[src/rtl/onehot_strobe_decoder.sv]
// Buffers 3-bit codes in a small FIFO and replays each one as an 8-bit one-hot
// word held for HOLD cycles, back-to-back while codes remain queued.
module onehot_strobe_decoder #(
    parameter int HOLD  = 4,
    parameter int DEPTH = 4,
    parameter int CW    = $clog2(DEPTH + 1)
) (
    input  logic          clk,
    input  logic          reset,
    input  logic          in_valid,
    output logic          in_ready,
    input  logic [2:0]    code,
    output logic [7:0]    N,
    output logic          out_valid,
    output logic          last,
    output logic [CW-1:0] level
);

    localparam int            AW          = (DEPTH > 1) ? $clog2(DEPTH) : 1;
    localparam logic [7:0]    HOLD_RELOAD = 8'(HOLD - 1);
    localparam logic [CW-1:0] FULL_LEVEL  = CW'(DEPTH);

    typedef enum logic {
        ST_IDLE,
        ST_HOLD
    } state_t;

    state_t        r_state;
    logic [2:0]    r_mem [DEPTH];
    logic [AW-1:0] r_wrPtr;
    logic [AW-1:0] r_rdPtr;
    logic [7:0]    r_cnt;

    logic          w_push;
    logic          w_pop;
    logic          w_empty;
    logic [7:0]    w_headOneHot;

    assign in_ready     = (level != FULL_LEVEL);
    assign w_push       = in_valid && in_ready;
    assign w_empty      = (level == '0);
    // A pop happens whenever a new word is due: from idle, or on the final hold cycle.
    assign w_pop        = !w_empty && ((r_state == ST_IDLE) || (r_cnt == 8'd0));
    assign w_headOneHot = 8'd1 << r_mem[r_rdPtr];
    assign last         = out_valid && (r_cnt == 8'd0);

    always_ff @(posedge clk) begin
        if (w_push && !reset) begin
            r_mem[r_wrPtr] <= code;
        end
    end

    always_ff @(posedge clk) begin
        if (reset) begin
            r_wrPtr <= '0;
            r_rdPtr <= '0;
            level   <= '0;
        end else begin
            if (w_push) begin
                r_wrPtr <= r_wrPtr + AW'(1);
            end
            if (w_pop) begin
                r_rdPtr <= r_rdPtr + AW'(1);
            end
            if (w_push && !w_pop) begin
                level <= level + CW'(1);
            end else if (!w_push && w_pop) begin
                level <= level - CW'(1);
            end
        end
    end

    always_ff @(posedge clk) begin
        if (reset) begin
            r_state   <= ST_IDLE;
            N         <= 8'd0;
            out_valid <= 1'b0;
            r_cnt     <= 8'd0;
        end else begin
            case (r_state)
                ST_IDLE: begin
                    if (w_pop) begin
                        N         <= w_headOneHot;
                        out_valid <= 1'b1;
                        r_cnt     <= HOLD_RELOAD;
                        r_state   <= ST_HOLD;
                    end
                end
                ST_HOLD: begin
                    if (r_cnt != 8'd0) begin
                        r_cnt <= r_cnt - 8'd1;
                    end else if (w_pop) begin
                        N     <= w_headOneHot;
                        r_cnt <= HOLD_RELOAD;
                    end else begin
                        N         <= 8'd0;
                        out_valid <= 1'b0;
                        r_state   <= ST_IDLE;
                    end
                end
                default: begin
                    r_state <= ST_IDLE;
                end
            endcase
        end
    end

endmodule

[config.mk]
export PLATFORM = sky130hd
export DESIGN_NAME = onehot_strobe_decoder
export DESIGN_NICKNAME = d
export VERILOG_FILES = /design/src/rtl/onehot_strobe_decoder.sv
export SDC_FILE = /design/constraint.sdc
export NUM_CORES = 1
export LEC_CHECK = 0
export CORE_ASPECT_RATIO = 0.6
export CORE_MARGIN = 4
export CORE_UTILIZATION = 55
export CTS_CLUSTER_DIAMETER = 100
export DETAILED_ROUTE_END_ITERATION = 8
export PLACE_DENSITY = 0.75
export SETUP_SLACK_MARGIN = 0.5
export SYNTH_ARGS = -nofsm -noshare
export SYNTH_HDL_FRONTEND = slang
export SYNTH_SLANG_ARGS = --single-unit
[constraint.sdc]
create_clock -name clk -period 2.7 [get_ports clk]
set_clock_uncertainty 0.1 [all_clocks]
set_input_delay 0.405 -clock clk [delete_from_list [all_inputs] [get_ports clk]]
set_output_delay 0.405 -clock clk [all_outputs]
set_load 0.05 [all_outputs]
==> results of run 1 <==
[power groups by stage]
stage          registers, W  clock network [W]  logic, W
2_1_floorplan       0.00103                  0  0.000776
3_3_place_gp       0.000888                  0   0.00120
3_5_place_dp       0.000897                  0   0.00123
4_1_cts            0.000876           0.000377   0.00127
5_1_grt            0.000897           0.000416   0.00141
6_report           0.000879           0.000368   0.00129
[layer usage]
metal	share of wire (%)	up-vias	global-route usage (%)
met3	7.3	6	5.36
met5	0	-	0
met2	41	40	26.4
met4	2.1	0	9.27
li1	-	642	-
met1	50	594	27.9
[synth_stat cells (all sizes together), types with 3 or more instances]
master / instances / area [um^2]
a311oi: 3 / 26.3
o2bb2ai: 4 / 35.0
nor3: 7 / 57.6
a21oi: 9 / 48.8
nand2: 9 / 33.8
mux4: 3 / 67.6
nor2: 11 / 41.3
ha: 6 / 75.1
a211oi: 4 / 35.0
edfxtp: 12 / 360
a32o: 4 / 40.0
dfxtp: 27 / 541
and2: 4 / 25.0
or3: 4 / 25.0
o21ai: 4 / 20.0
inv: 10 / 37.5
nand3: 4 / 20.0
[through the flow]
step / total power [W] / instances / utilization, %
3_3_place_gp: 0.00209 / 217 / 69.3
3_5_place_dp: 0.00212 / 217 / 69.3
4_1_cts: 0.00252 / 228 / 72.7
2_1_floorplan: 0.00180 / 154 / -
6_report: 0.00254 / 229 / 73.2
5_1_grt: 0.00273 / 229 / 73.2
[timing repair]
| action | CTS | global route |
|---|---|---|
| hold endpoints to repair | 0 | 0 |
| endpoints found under the setup margin | 4 | 3 |
| setup buffers | 3 | 1 |
| pin swaps | 1 | 6 |
| gates resized for setup | 4 | 7 |
| hold buffers | 0 | 0 |
[sequential cells by signal (all words and copies together) (netlist names), named ones only]
| register | count |
|---|---|
| out_valid | 1 |
| r_wrPtr | 2 |
| r_cnt | 8 |
| r_mem | 12 |
| r_rdPtr | 2 |
| level | 3 |
| r_state | 1 |
| N | 8 |
[critical path, stage by stage (launching register included)]
cell	delay [ps]
sky130_fd_sc_hd__dfxtp_4	370
sky130_fd_sc_hd__or3_1	470
sky130_fd_sc_hd__nand2_1	140
sky130_fd_sc_hd__ha_2	200
sky130_fd_sc_hd__inv_2	40
sky130_fd_sc_hd__fa_2	340
sky130_fd_sc_hd__xor2_1	150
sky130_fd_sc_hd__or3_1	300
sky130_fd_sc_hd__a21oi_1	150
[final timing paths]
| check | to | from | cells past startpoint |
|---|---|---|---|
| setup reg to reg | level[2] | level[1] | 8 |
| hold reg to reg | N[6] | N[6] | 1 |
| hold / removal | N[6] | N[6] | 1 |
| setup / recovery | level[2] | level[1] | 8 |
[cell families after synthesis]
group	after synthesis
muxes	5
DFF	39
adders and majority gates	7
and+or+nand+nor	51
xor gates and xnor gates	3
buffers and inverters	13
AOI/OAI and AO/OA	36
[final cells by class]
type	instances	area, um^2	area share, %
timing repair buffer	28	251	11.6
clock inverter	2	7.51	0.346
sequential	39	916	42.2
inverter	10	37.5	1.73
clock buffer	6	72.6	3.34
tap	42	52.6	2.42
multi-input combinational	102	832	38.4
==> results_dict.tcl, run 1 <==
set metrics [dict create \
    total_via_count_after_detailed_routing 1282 \
    grt_pass1_wl_um 5830 \
    number_of_enable_flip_flop_cells_after_synthesis 12 \
    switchingPower_w 0.00108 \
    finalHoldWorstSlack_ps 365 \
    post-dp-hpwl_um 2540 \
    max-cap-violations 0 \
    syn_to_final_growth_pct 23.5 \
    ys_seq_area_share_pct 51.3 \
    placeableCoreArea_mm2 0.00297 \
    n_fill_cell 200 \
    layout.cell_area.non_filler_mm2 0.00217 \
    timing.critical_path.arrival_ps 2450 \
    wl_um 3470 \
    avgSynthCellArea_um2 11.4 \
    power.ir.vdd_worst_v 0.000796 \
    hold_viol_final 0 \
    grt_setup_unrepaired "yes" \
    timing.fmax_ghz 0.428 \
    cp_max_fo 6 \
    max_slew_margin_vs_limit_pct 62.0 \
    timing_worst_slew_pin_value_ps 556 \
    maximum_number_of_pins_on_one_net_before_global_route_repair 12 \
    cts-htree-levels 2 \
    worstSetupPathType "reg2reg" \
    ios 20 \
    post_synth_num_cell_types 47 \
    power_frac_clock_pct 14.5 \
    timing.critical_path.required_ps 2810 \
    number_of_design_rule_violations_left_by_the_first_detailed_router_iteration 102 \
    die_area_mm2 0.00419 \
    main_combinational_cell_family_by_area_after_synthesis "simple AND/OR/NAND/NOR gates" \
    yosysWarningCount 0 \
    detail_route.vias_per_cell 5.60 \
    clock_tree_from_tritoncts "yes" \
    clk_latency_ps 290 \
    clk_pin_slew_worst_paths_ps 70 \
    simple_gate_area_share_of_the_yosys_netlist_pct 18.5 \
    leakage_nw 0.792 \
    detail-route-antenna-nets 0 \
    n_antenna_cell 0 \
    gp_congestion 0.798 \
    initial_utilization_pct 59.2 \
    ys_ff_latch 39 \
    critical_path.startpoint_type "register" \
    status "finished, final reports clean" \
    cts_root_buf "sky130_fd_sc_hd__clkbuf_8" \
    syn-num-nets 167 \
    dieWidth_um 81.0 \
    io_buffers 19 \
    synth_fa_ha_area_share_pct 5.41 \
    drcViolationCount 0 \
    hp-class "reg2reg" \
    comb_power_share_pct 50.8 \
    synth.mux.area_fraction_pct 5.06 \
    syn_area_mm2 0.00176 \
    placed_area_mm2 0.00205 \
    routedWlPerCell_um 15.1 \
    setup_total_negative_slack_ps 0 \
    internal-power_w 0.00146 \
    grt_pass1_vias 1208 \
    dp_worst_setup_slack_ps 344 \
    worst_setup_path_end_kind "register" \
    clk_sink_count 39 \
    post-route-period-util_pct 86.5 \
    drt_pre_antenna_iters 4 \
    sw_frac_of_total_pct 42.5 \
    power_density_mw_per_mm2 1170 \
    layout.cells.most_common_list "21 x sky130_fd_sc_hd__dfxtp_1, 17 x sky130_fd_sc_hd__clkdlybuf4s50_1, 12 x sky130_fd_sc_hd__edfxtp_1" \
    power.sequential.fraction_pct 34.7 \
    finalWorstSetupSlack_ps 366 \
    gr-usage-all-layers_pct 19.3 \
    final_net_count 199 \
    global_route.overflow_total 0 \
    ys.flop_type "sky130_fd_sc_hd__dfxtp_1" \
    fraction_of_the_mapped_netlist_area_in_compound_gates_pct 15.2 \
    drive_above_1_share_pct 21.4 \
    number_of_antenna_violations_at_the_first_check_in_global_routing 0 \
    final_common_cell "sky130_fd_sc_hd__dfxtp_1" \
    timing.final.setup_violations 0 \
    ys_async_sr_fraction_pct 0 \
    rows 15 \
    synthCells 154 \
    maxSlewViolCount 0 \
    numCtsBuffers 5 \
    ctsLongestPathBuffers 2 \
    synth_xor_xnor_area_share_pct 1.50 \
    die_h_um 51.8 \
    fin_crit_period_ps 2330 \
    ff2ff_setup_slack_ps 370 \
]
No activity file was read; power rests on OpenSTA's default activity.
==> inputs of run 2 (changes only) <==
- HOLD_SLACK_MARGIN: unset -> 0.1
- SKIP_CTS_REPAIR_TIMING: unset -> 1
==> results_dict.tcl, run 2 (synthesis gave the netlist of run 1 again) <==
set metrics [dict create \
    status "finished, final reports clean" \
    setup_total_negative_slack_ps 0 \
    number_of_antenna_violations_at_the_first_check_in_global_routing 0 \
    max_slew_margin_vs_limit_pct 59.9 \
    die_area_mm2 0.00419 \
    power_density_mw_per_mm2 1170 \
    rows 15 \
    final_common_cell "sky130_fd_sc_hd__dfxtp_1" \
    cts-htree-levels 2 \
    post-route-period-util_pct 85.2 \
    cp_max_fo 5 \
    global_route.overflow_total 0 \
    cpPeakStageDelay_ps 380 \
    grt_pass1_vias 1190 \
    drive_above_1_share_pct 19.0 \
    io_buffers 19 \
    timing.critical_path.arrival_ps 2420 \
    final_cell_count_no_fill 226 \
    routedWlPerCell_um 15.3 \
    clock_tree_from_tritoncts "yes" \
    crit_path_top_delay_cell "sky130_fd_sc_hd__dfxtp_4" \
    worstSetupPathType "reg2reg" \
    critical_path.startpoint_type "register" \
    placed_area_mm2 0.00205 \
    hp-class "reg2reg" \
    timing.final.setup_violations 0 \
    timing.critical_path.required_ps 2820 \
    placeableCoreArea_mm2 0.00297 \
    p_total_w 0.00252 \
    gp_congestion 0.798 \
    largest_register "r_mem" \
    n_antenna_cell 0 \
    syn_to_final_growth_pct 23.1 \
    timing_worst_slew_pin_value_ps 586 \
    number_of_design_rule_violations_left_by_the_first_detailed_router_iteration 106 \
    initial_utilization_pct 59.2 \
    final_net_count 196 \
    leakage_nw 0.795 \
    final_util_pct 72.9 \
    multi_input_area_um2 832 \
    timing.fmax_ghz 0.435 \
    grt_pass1_wl_um 5770 \
    drcViolationCount 0 \
    clk_sink_count 39 \
    largest_registers "r_mem (12), N (8), r_cnt (8)" \
    total_via_count_after_detailed_routing 1287 \
    drt_pre_antenna_iters 4 \
    clk_pin_slew_worst_paths_ps 70 \
    ff_latch_area_um2 917 \
    worst_setup_path_end_kind "register" \
    numCtsBuffers 5 \
    layout.cells.most_common_list "22 x sky130_fd_sc_hd__dfxtp_1, 17 x sky130_fd_sc_hd__clkdlybuf4s50_1, 12 x sky130_fd_sc_hd__edfxtp_1" \
    maximum_number_of_pins_on_one_net_before_global_route_repair 12 \
    detail_route.vias_per_cell 5.69 \
    detail-route-antenna-nets 0 \
    hold_viol_final 0 \
    largest_register_ff_count 12 \
    post-dp-hpwl_um 2540 \
    path_cells "inv_4, ha_4, nor3b_4, a21o_1, nand2_1, ha_2, inv_2, fa_2, xor2_1, or3_1, a21oi_1" \
    fin_crit_period_ps 2300 \
    gr-usage-all-layers_pct 19.1 \
    die_h_um 51.8 \
    wl_um 3470 \
    max-cap-violations 0 \
    maxSlewViolCount 0 \
    dieWidth_um 81.0 \
    cts_root_buf "sky130_fd_sc_hd__clkbuf_8" \
    clk_latency_ps 290 \
    placed_cells_incl_taps 217 \
    power.ir.vdd_worst_v 0.000778 \
    ctsLongestPathBuffers 2 \
    ios 20 \
    n_fill_cell 196 \
    grt_setup_unrepaired "yes" \
    layout.cell_area.non_filler_mm2 0.00216 \
]
## run 2: final timing paths
| path | depth (start not counted) | slack, ps | to | from |
|---|---|---|---|---|
| hold reg to reg | 1 | 360 | N[6] | N[6] |
| hold / removal | 1 | 360 | N[6] | N[6] |
| setup / recovery | 11 | 400 | level[2] | r_cnt[0] |
| setup reg to reg | 11 | 400 | level[2] | r_cnt[0] |
## run 2: final cells by class
cell class | count | share of cell area, %
Clock buffer | 6 | 3.36
Timing Repair Buffer | 25 | 11.1
Multi-Input combinational cell | 102 | 38.5
Clock inverter | 2 | 0.347
Sequential cell | 39 | 42.4
Tap cell | 42 | 2.43
Inverter | 10 | 1.85
## run 2: metrics by stage
step | worst slack, ps | hold slack [ps]
finish | 399 | 365
detailed placement | 344 | 347
CTS | 36.4 | 367
floorplan | 450 | 337
global placement | 387 | 343
global route | 312 | 386
## run 2: routing by layer
| layer | wire [um] | vias up | track usage (%) |
|---|---|---|---|
| met5 | 0 | - | 0 |
| met4 | 83 | 0 | 9.27 |
| met3 | 199 | 12 | 5.36 |
| met2 | 1400 | 42 | 25.6 |
| met1 | 1790 | 595 | 27.9 |
| li1 | - | 638 | - |
## run 2: power breakdown
part | total, W | switching [W] | internal, W
combinational | 0.00126 | 0.000741 | 0.000520
clock | 0.000366 | 0.000190 | 0.000176
sequential | 0.000892 | 0.000145 | 0.000747
## run 2: critical path, delay by kind of cell, from the launching register on
| family | cells | cell delay (ps) |
|---|---|---|
| adder cells (fa/ha/maj) | 3 | 670 |
| buffers and inverters | 2 | 80 |
| AO/OA/AOI/OAI | 2 | 300 |
| flip-flops | 1 | 380 |
| AND/OR/NAND/NOR | 3 | 550 |
| XOR/XNOR | 1 | 150 |
==> RTL change (settings of run 1) <==
Put one more register stage on the output `level`, cleared by the reset. The value now appears one clock later. The other outputs are not delayed to match.
--- a/src/rtl/onehot_strobe_decoder.sv
+++ b/src/rtl/onehot_strobe_decoder.sv
@@ -25,6 +25,8 @@
         ST_HOLD
     } state_t;
 
+    logic [CW-1:0] level_s0;
+
     state_t        r_state;
     logic [2:0]    r_mem [DEPTH];
     logic [AW-1:0] r_wrPtr;
@@ -36,9 +38,9 @@
     logic          w_empty;
     logic [7:0]    w_headOneHot;
 
-    assign in_ready     = (level != FULL_LEVEL);
+    assign in_ready     = (level_s0 != FULL_LEVEL);
     assign w_push       = in_valid && in_ready;
-    assign w_empty      = (level == '0);
+    assign w_empty      = (level_s0 == '0);
     // A pop happens whenever a new word is due: from idle, or on the final hold cycle.
     assign w_pop        = !w_empty && ((r_state == ST_IDLE) || (r_cnt == 8'd0));
     assign w_headOneHot = 8'd1 << r_mem[r_rdPtr];
@@ -54,7 +56,7 @@
         if (reset) begin
             r_wrPtr <= '0;
             r_rdPtr <= '0;
-            level   <= '0;
+            level_s0 <= '0;
         end else begin
             if (w_push) begin
                 r_wrPtr <= r_wrPtr + AW'(1);
@@ -63,9 +65,9 @@
                 r_rdPtr <= r_rdPtr + AW'(1);
             end
             if (w_push && !w_pop) begin
-                level <= level + CW'(1);
+                level_s0 <= level_s0 + CW'(1);
             end else if (!w_push && w_pop) begin
-                level <= level - CW'(1);
+                level_s0 <= level_s0 - CW'(1);
             end
         end
     end
@@ -105,5 +107,13 @@
         end
     end
 
+    always_ff @(posedge clk) begin
+        if (reset) begin
+            level <= '0;
+        end else begin
+            level <= level_s0;
+        end
+    end
+
 endmodule
 
Check against the original RTL: not equivalent (Yosys sat finds a counterexample within 4 cycles, from zero or initial values and one cycle with reset high).
==> RTL change against run 1 <==
- total power increased by 4.1%
- largest cell class unchanged
- highest routed layer unchanged
- critical endpoint is now level_s0[2]$_SDFFE_PP0P_
- setup slack got worse by 0.0097 ns
- synthesized area increased by 1.2%
- routed wire length increased by 0.61%
- synthesized cell count increased by 4.5%
- critical path type unchanged
- critical path depth increased by 1
- combinational power decreased by 5%
- sequential cell count increased by 3
- first-iteration DRC count increased by 2.9%
- cell area increased by 2.3%
==> RTL change: results <==
export IMPL_antenna_found_initial=0
export IMPL_inv_count=10
export IMPL_antennaDiodeCount=0
export IMPL_synth_adder_area_share_pct=5.35
export IMPL_grt_max_degree=16
export IMPL_synthDistinctLibCells=40
export IMPL_cp_arrival_ns=2.47
export IMPL_worst_pin_slew_ns=0.823
export IMPL_initialDrtViolationCount=105
export IMPL_met3_length_um=214
export IMPL_nets=202
export IMPL_ir_worst_vdd_mv=0.776
export IMPL_n_clock_buffer=7
export IMPL_syn_num_nets=174
export IMPL_synth_mux_area_share_pct=5.00
export IMPL_r2r_start="r_cnt[4]$_SDFF_PP0_"
export IMPL_clockRootBuffer="clkbuf_8"
export IMPL_avgSynthCellArea_um2=11.0
export IMPL_m1WireLength_um=1640
export IMPL_use_met1_pct=26.6
export IMPL_nMultiInputCombCells=105
export IMPL_synth_compound_area_share_pct=13.0
export IMPL_cts_sinks=42
export IMPL_use_met3_pct=5.19
export IMPL_r2r_setup_slack_ns=0.36
export IMPL_wirelength_um=3490
export IMPL_buf_share_pct=10.4
export IMPL_clk_share_pct=4.79
export IMPL_p_leak_nw=0.803
export IMPL_grt_pass1_vias=1283
export IMPL_dp_hpwl_um=2410
export IMPL_clockBufferDepth=2
export IMPL_netlist_top_cells_count="dfxtp_1 (30), edfxtp_1 (12), nor2_1 (12), nand2_1 (11)"
export IMPL_met2_length_um=1550
export IMPL_dp_cells=219
export IMPL_cts_buffers=5
export IMPL_cp_max_fo=6
export IMPL_ys_seq_area_share_pct=54.0
export IMPL_grt_pass1_wl_um=5990
export IMPL_outcome="completed"
export IMPL_synthXorXnorAreaFrac_pct=1.48
export IMPL_sh_seq_area_pct=43.7
export IMPL_via_per_inst=5.76
export IMPL_htreeDepth=2
export IMPL_r2r_cells=9
export IMPL_n_fill_cell=188
export IMPL_met2_usage_pct=28.6
export IMPL_multi_input_area_um2=821
export IMPL_finalHoldViolCount=0
export IMPL_place_gp_congestion=0.833
export IMPL_grt_usage_pct=19.7
export IMPL_min_to="N[6]$_SDFFE_PP0P_"
export IMPL_timing_rr_end="level_s0[2]$_SDFFE_PP0P_"
export IMPL_drive_above_1_share_pct=21.1
export IMPL_synth_top_cells_by_area="dfxtp_1 (34%), edfxtp_1 (20%), ha_1 (4.2%)"
export IMPL_nNonClkBuffers=25
export IMPL_finalNonFillerCells=232
-- RTL change: worst max-delay path, cell delays in order, from the launching register on --
cell and delay (ns):
dfxtp_4 0.37, or4_4 0.57, o21ai_4 0.20, nand2_2 0.09, ha_4 0.17, inv_2 0.05
fa_2 0.19, xor2_1 0.07, or3_1 0.33, a21oi_2 0.12
-- RTL change: metrics by stage --
stage          cell area [um^2]  power (W)  worst slack, ns  hold slack (ns)
5_1_grt                    2220    0.00282            0.278            0.394
3_5_place_dp               2030    0.00202            0.237            0.357
4_1_cts                    2180    0.00257            0.364            0.375
3_3_place_gp               2030    0.00198            0.320            0.347
6_report                   2220    0.00264            0.356            0.372
2_1_floorplan              1800    0.00176            0.475            0.352
-- RTL change: timing repair --
item	in CTS	in global routing
buffers inserted	4	1
setup endpoints to repair	3	15
resized for setup	4	8
hold buffers	0	0
pin swaps	4	3
-- RTL change: power by group --
part           internal, W  switching [W]  total [W]
sequential        0.000793       0.000140   0.000933
combinational     0.000516       0.000709    0.00123
clock             0.000277       0.000205   0.000482
total              0.00159        0.00105    0.00264
-- RTL change: worst max-delay path by stage --
stage	from	endpoint	slack [ns]
after detailed placement	in_valid	level_s0[2]$_SDFFE_PP0P_	0.24
after global routing	r_cnt[4]$_SDFF_PP0_	level_s0[2]$_SDFFE_PP0P_	0.28
after floorplan	r_cnt[1]$_SDFF_PP0_	level_s0[2]$_SDFFE_PP0P_	0.48
final	r_cnt[4]$_SDFF_PP0_	level_s0[2]$_SDFFE_PP0P_	0.36
after CTS	level_s0[0]$_SDFFE_PP0P_	level_s0[2]$_SDFFE_PP0P_	0.36
after global placement	in_valid	level_s0[2]$_SDFFE_PP0P_	0.32
